<file path="src/rtl/instr_fetch.sv">
// instr_fetch: PC owner, fixed-latency instruction memory reader and IR with valid/ready handoff.
// Defining FETCH_PERF_EN adds perf_stall, a saturating count of HOLD cycles with instr_ready low.
module instr_fetch #(
    parameter int ADDR_W = 16,
    parameter int READ_LAT = 1,
    parameter logic [ADDR_W-1:0] RESET_PC = '0
) (
    input  logic              clk,
    input  logic              reset,
    output logic [ADDR_W-1:0] memaddr,
    output logic              memread,
    input  logic [15:0]       memdata,
    output logic [15:0]       instruction,
    output logic              instr_valid,
    input  logic              instr_ready,
    input  logic              redirect,
    input  logic [ADDR_W-1:0] redirect_target,
    output logic [ADDR_W-1:0] pc_out,
`ifdef FETCH_PERF_EN
    output logic [15:0]       perf_stall,
`endif
    output logic [ADDR_W-1:0] pc_plus1
);
    typedef enum logic [1:0] {FETCH, WAIT, HOLD} state_t;
    state_t state;
    logic [ADDR_W-1:0] pc;
    logic [2:0] cnt;
    assign memaddr = pc;
    // gated by reset so the strobe is low while reset is held, even though state is FETCH
    assign memread = (state == FETCH) && !reset;
    assign pc_plus1 = pc_out + 1'b1;
    always_ff @(posedge clk or posedge reset) begin
        if (reset) begin
            state <= FETCH;
            pc <= RESET_PC;
            cnt <= '0;
            instruction <= '0;
            instr_valid <= 1'b0;
            pc_out <= RESET_PC;
        end else if (redirect) begin
            state <= FETCH;
            pc <= redirect_target;
            cnt <= '0;
            instr_valid <= 1'b0;
        end else begin
            case (state)
                FETCH: begin
                    state <= WAIT;
                    cnt <= 3'd1;
                end
                WAIT: begin
                    if (cnt == 3'(READ_LAT)) begin
                        instruction <= memdata;
                        pc_out <= pc;
                        instr_valid <= 1'b1;
                        state <= HOLD;
                    end else begin
                        cnt <= cnt + 3'd1;
                    end
                end
                HOLD: begin
                    if (instr_ready) begin
                        pc <= pc + 1'b1;
                        instr_valid <= 1'b0;
                        state <= FETCH;
                    end
                end
                default: state <= FETCH;
            endcase
        end
    end
`ifdef FETCH_PERF_EN
    always_ff @(posedge clk or posedge reset) begin
        if (reset)
            perf_stall <= '0;
        else if (state == HOLD && !instr_ready && perf_stall != 16'hFFFF)
            perf_stall <= perf_stall + 16'd1;
    end
`endif
endmodule

</file>
<file path="config.mk">
export PLATFORM = sky130hd
export DESIGN_NAME = instr_fetch
export DESIGN_NICKNAME = d
export VERILOG_FILES = /design/src/rtl/instr_fetch.sv
export SDC_FILE = /design/constraint.sdc
export NUM_CORES = 1
export LEC_CHECK = 0
export CAP_MARGIN = 15
export CORE_MARGIN = 3
export CORE_UTILIZATION = 45
export CTS_BUF_LIST = sky130_fd_sc_hd__clkbuf_4
export DETAILED_ROUTE_END_ITERATION = 8
export GPL_TIMING_DRIVEN = 0
export HOLD_SLACK_MARGIN = 0.08
export PLACE_DENSITY = 0.78
export SYNTH_ARGS = -nofsm -noshare
export SYNTH_HDL_FRONTEND = slang
export SYNTH_SLANG_ARGS = --single-unit
</file>
<file path="constraint.sdc">
create_clock -name clk -period 3.9 [get_ports clk]
set_clock_uncertainty 0.05 [all_clocks]
set_input_delay 0.975 -clock clk [delete_from_list [all_inputs] [get_ports clk]]
set_output_delay 0.975 -clock clk [all_outputs]
set_load 0.05 [all_outputs]
</file>
## Word-level counts from Yosys, hierarchy flattened

Index checks and enable logic that the tools add are counted.
Widths: inputs -> output; s select.

| storage, ports and cells | value |
|---|---|
| flip-flop bits (word level) | 54 |
| bits in latches | 0 |
| RAM bits | 0 |
| bits in read-only memories | 0 |
| bits of input ports | 36 |
| memories kept | 0 |

| cells by class | value |
|---|---|
| $add $sub $neg | 3 |
| $mul | 0 |
| div/mod/pow operators | 0 |
| $lt $le $gt $ge | 0 |
| eq/ne operators | 6 |
| shift operators | 0 |
| multiplexer cells | 14 |
| bitwise operators | 1 |
| reductions and logical operators | 12 |

Operators by type and width:

| kind | number |
|---|---|
| $mux 16 | 3 |
| $add 16x1->16 const B | 2 |
| $ne 3x3->1 const B | 3 |
| $mux 2 | 3 |
| $mux 3 | 2 |
| $pmux 2 s3 | 1 |
| $pmux 3 s2 | 1 |
| $reduce_and 2->1 | 3 |
| $reduce_and 3->1 | 2 |
| $reduce_bool 3->1 | 2 |
| $reduce_bool 2->1 | 2 |
| $add 3x1->3 const B | 1 |
| $eq 3x1->1 const B | 1 |
| $mux 1 | 3 |
| $eq 2x1->1 const B | 1 |
| $eq 2x2->1 const B | 1 |
| $logic_not 2->1 | 1 |
| $pmux 1 s2 | 1 |
| $logic_and 1x1->1 | 1 |
| $logic_not 1->1 | 1 |
| $not 1->1 | 1 |

## Depth between registers and ports, before layout

| depth | value |
|---|---|
| depth after elaboration | 4 |
| gate-level depth with buffers | 7 |

## Worst setup path before layout

OpenSTA, ideal clock, no wires.

| timing | value |
|---|---|
| path type | register -> output |
| start | reg pc_out[2] |
| end | out pc_plus1[15] |
| arrival | 2287 ps |
| data required time | 2875 ps |
| setup slack | 588 ps |
| stages on the path, launching flop included | 5 |
| buffers on the path | 0 |
| cells stage by stage | dfrtp_1 -> and3_1 -> nand4_1 -> nor4_1 -> xor2_1 |

| between the ends | value |
|---|---|
| longest elaborated chain between the ends | 1 |

RTL lines:

| element | line | text |
|---|---|---|
| start, declared | 18 | `output logic [ADDR_W-1:0] pc_out,` |
| start signal, assigned | 54 | `pc_out <= pc;` |
| $add 16x1->16 | 31 | `assign pc_plus1 = pc_out + 1'b1;` |
| end, declared | 22 | `output logic [ADDR_W-1:0] pc_plus1` |

No other way between the ends.

## Worst setup path in the final report

Same ends and word-level chain as after synthesis.

==> summary.md <==
| Metric | Value |
|---|---|
| Outcome | finished, final reports clean |
| FFs w/ async S/R, synth | 100.0% |
| Crit share post-route | 96.22% |
| Avg WL per Cell | 15.57 um |
| Slew Limit Fails | 0 |
| Vias in the first global route | 2193 |
| CP Class | reg2out |
| Mux cell area share after synthesis | 15.13% |
| Post-CTS resize count | 0 |
| Mapped Avg Cell Area | 11.06 um^2 |
| Critical path fanouts, max | 6 |
| Pleak | 0.001585 uW |
| Core area | 0.005675 mm^2 |
| Cells after Synth | 246 |
| Arr. time, crit path | 2.73 ns |
| Nets | 395 |
| Crit path cell chain | and3_1 -> nand4_1 -> nor4_1 -> xor2_1 -> clkdlybuf4s50_1 |
| Largest net degree at the start of global routing | 42 |
| Die area | 0.007017 mm^2 |
| Worst Hold Class | reg2reg |
| Worst setup SP type | flop |
| Clk_lat worst skew | 0.36 ns |
| RSZ-0062 raised after global routing | false |
| # DRC | 0 |
| WP buf/inv | 1 |
| Max IR drop VDD | 0.6906 mV |
| Power Density | 751.1 mW/mm^2 |
| Drt first pass iters | 4 |
| Number of buffers created by CTS | 5 |
| H-tree Lvls | 2 |
| Max Root-Sink Buffers | 2 |
| CTS Sinks | 54 |
| Num rows | 27 |
| Most common cell after layout, fill and taps aside | clkdlybuf4s50_1 |
| Post-CTS Setup Bufs | 0 |
| First-pass GRT wire length | 11240 um |
| Final Total Pwr | 2944 uW |
| Gpl congestion | 0.8020 |
| Dpl hpwl | 5098 um |
| Drt total wl | 6663 um |
| CTS clock-pin slew for the worst setup and hold paths | 0.14 ns |
| Ant diodes | 0 |
| Global router's overall resource usage | 19.52% |
| Die height | 83.77 um |
| Worst Setup End Kind | output pin |
| Setup-failing EPs final | 0 |
| Starting density of the core | 47.95% |
| Post-synth EDFFs | 0 |
| Antenna violations before repair | 0 |
| Share of cells above drive strength 1 | 14.33% |
| Port bufs | 101 |
| Ys Warns | 0 |
| Adder-Cell Fraction of Synth Area | 1.839% |
| Crit path max-delay cell type | clkdlybuf4s50_1 |
| Iter 0 DRT Violations | 115 |
| Final min period | 3.753 ns |
| Die span in x | 83.77 um |
| Commonest cells after routing, fill and taps aside | clkdlybuf4s50_1 (101), dfrtp_1 (54), mux2_2 (33) |
| Gr ovfl total | 0 |
| Max frequency | 266.5 MHz |
| Vias post-DR | 2241 |
| Max stage delay on crit path | 0.81 ns |
| Setup TNS | 0 ns |
| CTS root buf | clkbuf_4 |
| Routed Antenna Nets | 0 |
| Tightest Pin Transition | 0.5553 ns |
| Rel. slew slack | 62.86% |
| Unique masters post-synth | 38 |
| Worst path top cell family by delay | simple AND/OR/NAND/NOR gates |
| Synth Area in Compound Gates | 5.333% |
| Util after Layout | 69.07% |
| Post-CTS Hold Buffers | 0 |
| Top FF cell, synth | dfrtp_1 |
| Simple-Gate Fraction of Synth Area | 16.69% |
| Area grow syn2layout | 44.05% |
| Seq cells post-synth | 54 |
| Syn nets | 286 |
| Register area share after synthesis | 49.66% |
| Post-Synth XOR/XNOR Area | 8.046% |
| Max Cap Viol | 0 |
| Final Hold Viols | 0 |
| I/O pin count | 102 |
| Req. time, crit path | 2.87 ns |
| Largest family of logic cells by synthesized area | simple AND/OR/NAND/NOR gates |
| TritonCTS clock tree | built |
| Post-DR vias/cell | 5.236 |
| Post-Syn Area | 0.002721 mm^2 |
per-layer routing:
layer	share of wire, %	GRT usage [%]	up-vias
li1	-	-	1088
met2	49	32.18	75
met1	44	26.36	1072
met3	6.3	4.541	6
met4	1.2	4.094	0
met5	0	0	-
worst register-to-register path: cells and delay by family (launching register included):
family                   cells  cell delay [ns]
adder cells (fa/ha/maj)      1             0.13
multiplexers                 1             0.35
AND/OR/NAND/NOR              3             1.00
flip-flops                   1             0.44
buffers and inverters        2             0.31
flip-flops by register name, indices dropped and copies added (netlist names):
register,cells
instr_valid,1
memaddr,16
cnt,3
pc_out,16
state,2
instruction,16
metrics by stage:
step	area, um^2	std cells	worst slack, ns	hold WS, ns
floorplan	2721	246	0.5881	0.4853
global placement	3822	419	0.4987	0.4382
detailed placement	3842	420	0.4444	0.4438
CTS	3920	428	0.1368	0.4772
global route	3920	428	0.01386	0.4926
finish	3920	428	0.1475	0.4723
cells in the mapped netlist (2+ instances only):
cell type	number	share of area [%]
dfrtp_1	54	50
mux2_2	33	14
nand2_1	24	3.3
xnor2_1	17	5.5
o21ai_0	15	2.8
nor2_1	10	1.4
inv_1	9	1.2
nor3_1	9	1.7
xor2_1	8	2.6
nand3_1	7	1.3
nand4_1	7	1.6
clkbuf_1	5	0.69
nor4_1	5	1.1
ha_1	4	1.8
mux2i_1	4	1.5
nor2b_1	4	0.92
a21oi_1	3	0.55
buf_6	3	1.2
a22oi_1	2	0.55
and2_1	2	0.46
nand3_2	2	0.74
nand3b_1	2	0.55
nor3b_1	2	0.55
final timing paths:
path                                 from               to  slack, ns  cells after the start
min in group asynchronous           reset           cnt[0]       0.84                      2
max reg2reg                        cnt[1]  instruction[11]       1.51                      7
max in group asynchronous           reset      memaddr[14]       2.43                      3
min reg2reg                instruction[4]   instruction[4]       0.47                      1
max                             pc_out[2]     pc_plus1[15]       0.15                      5
min                        instruction[4]   instruction[4]       0.47                      1
cell type report:
type | count | area [um^2]
buffer | 9 | 56.30
clock buffer | 5 | 37.54
clock inverter | 3 | 40.04
fill | 449 | 1755
inverter | 9 | 33.78
multi-input combinational | 174 | 1280
sequential | 54 | 1351
tap | 72 | 90.09
timing repair buffer | 102 | 1031
cells by family after synthesis:
kind of cell,after synthesis
AOI/OAI and AO/OA,25
xor gates and xnor gates,25
adders and majority gates,4
buffers and inverters,18
DFF,54
muxes,37
and+or+nand+nor,83
power by group:
group | internal (uW) | total (uW) | switching, uW
sequential | 720 | 889 | 169
clock | 133 | 302 | 169
combinational | 623 | 1750 | 1130
No activity file was read; power rests on OpenSTA's default activity.
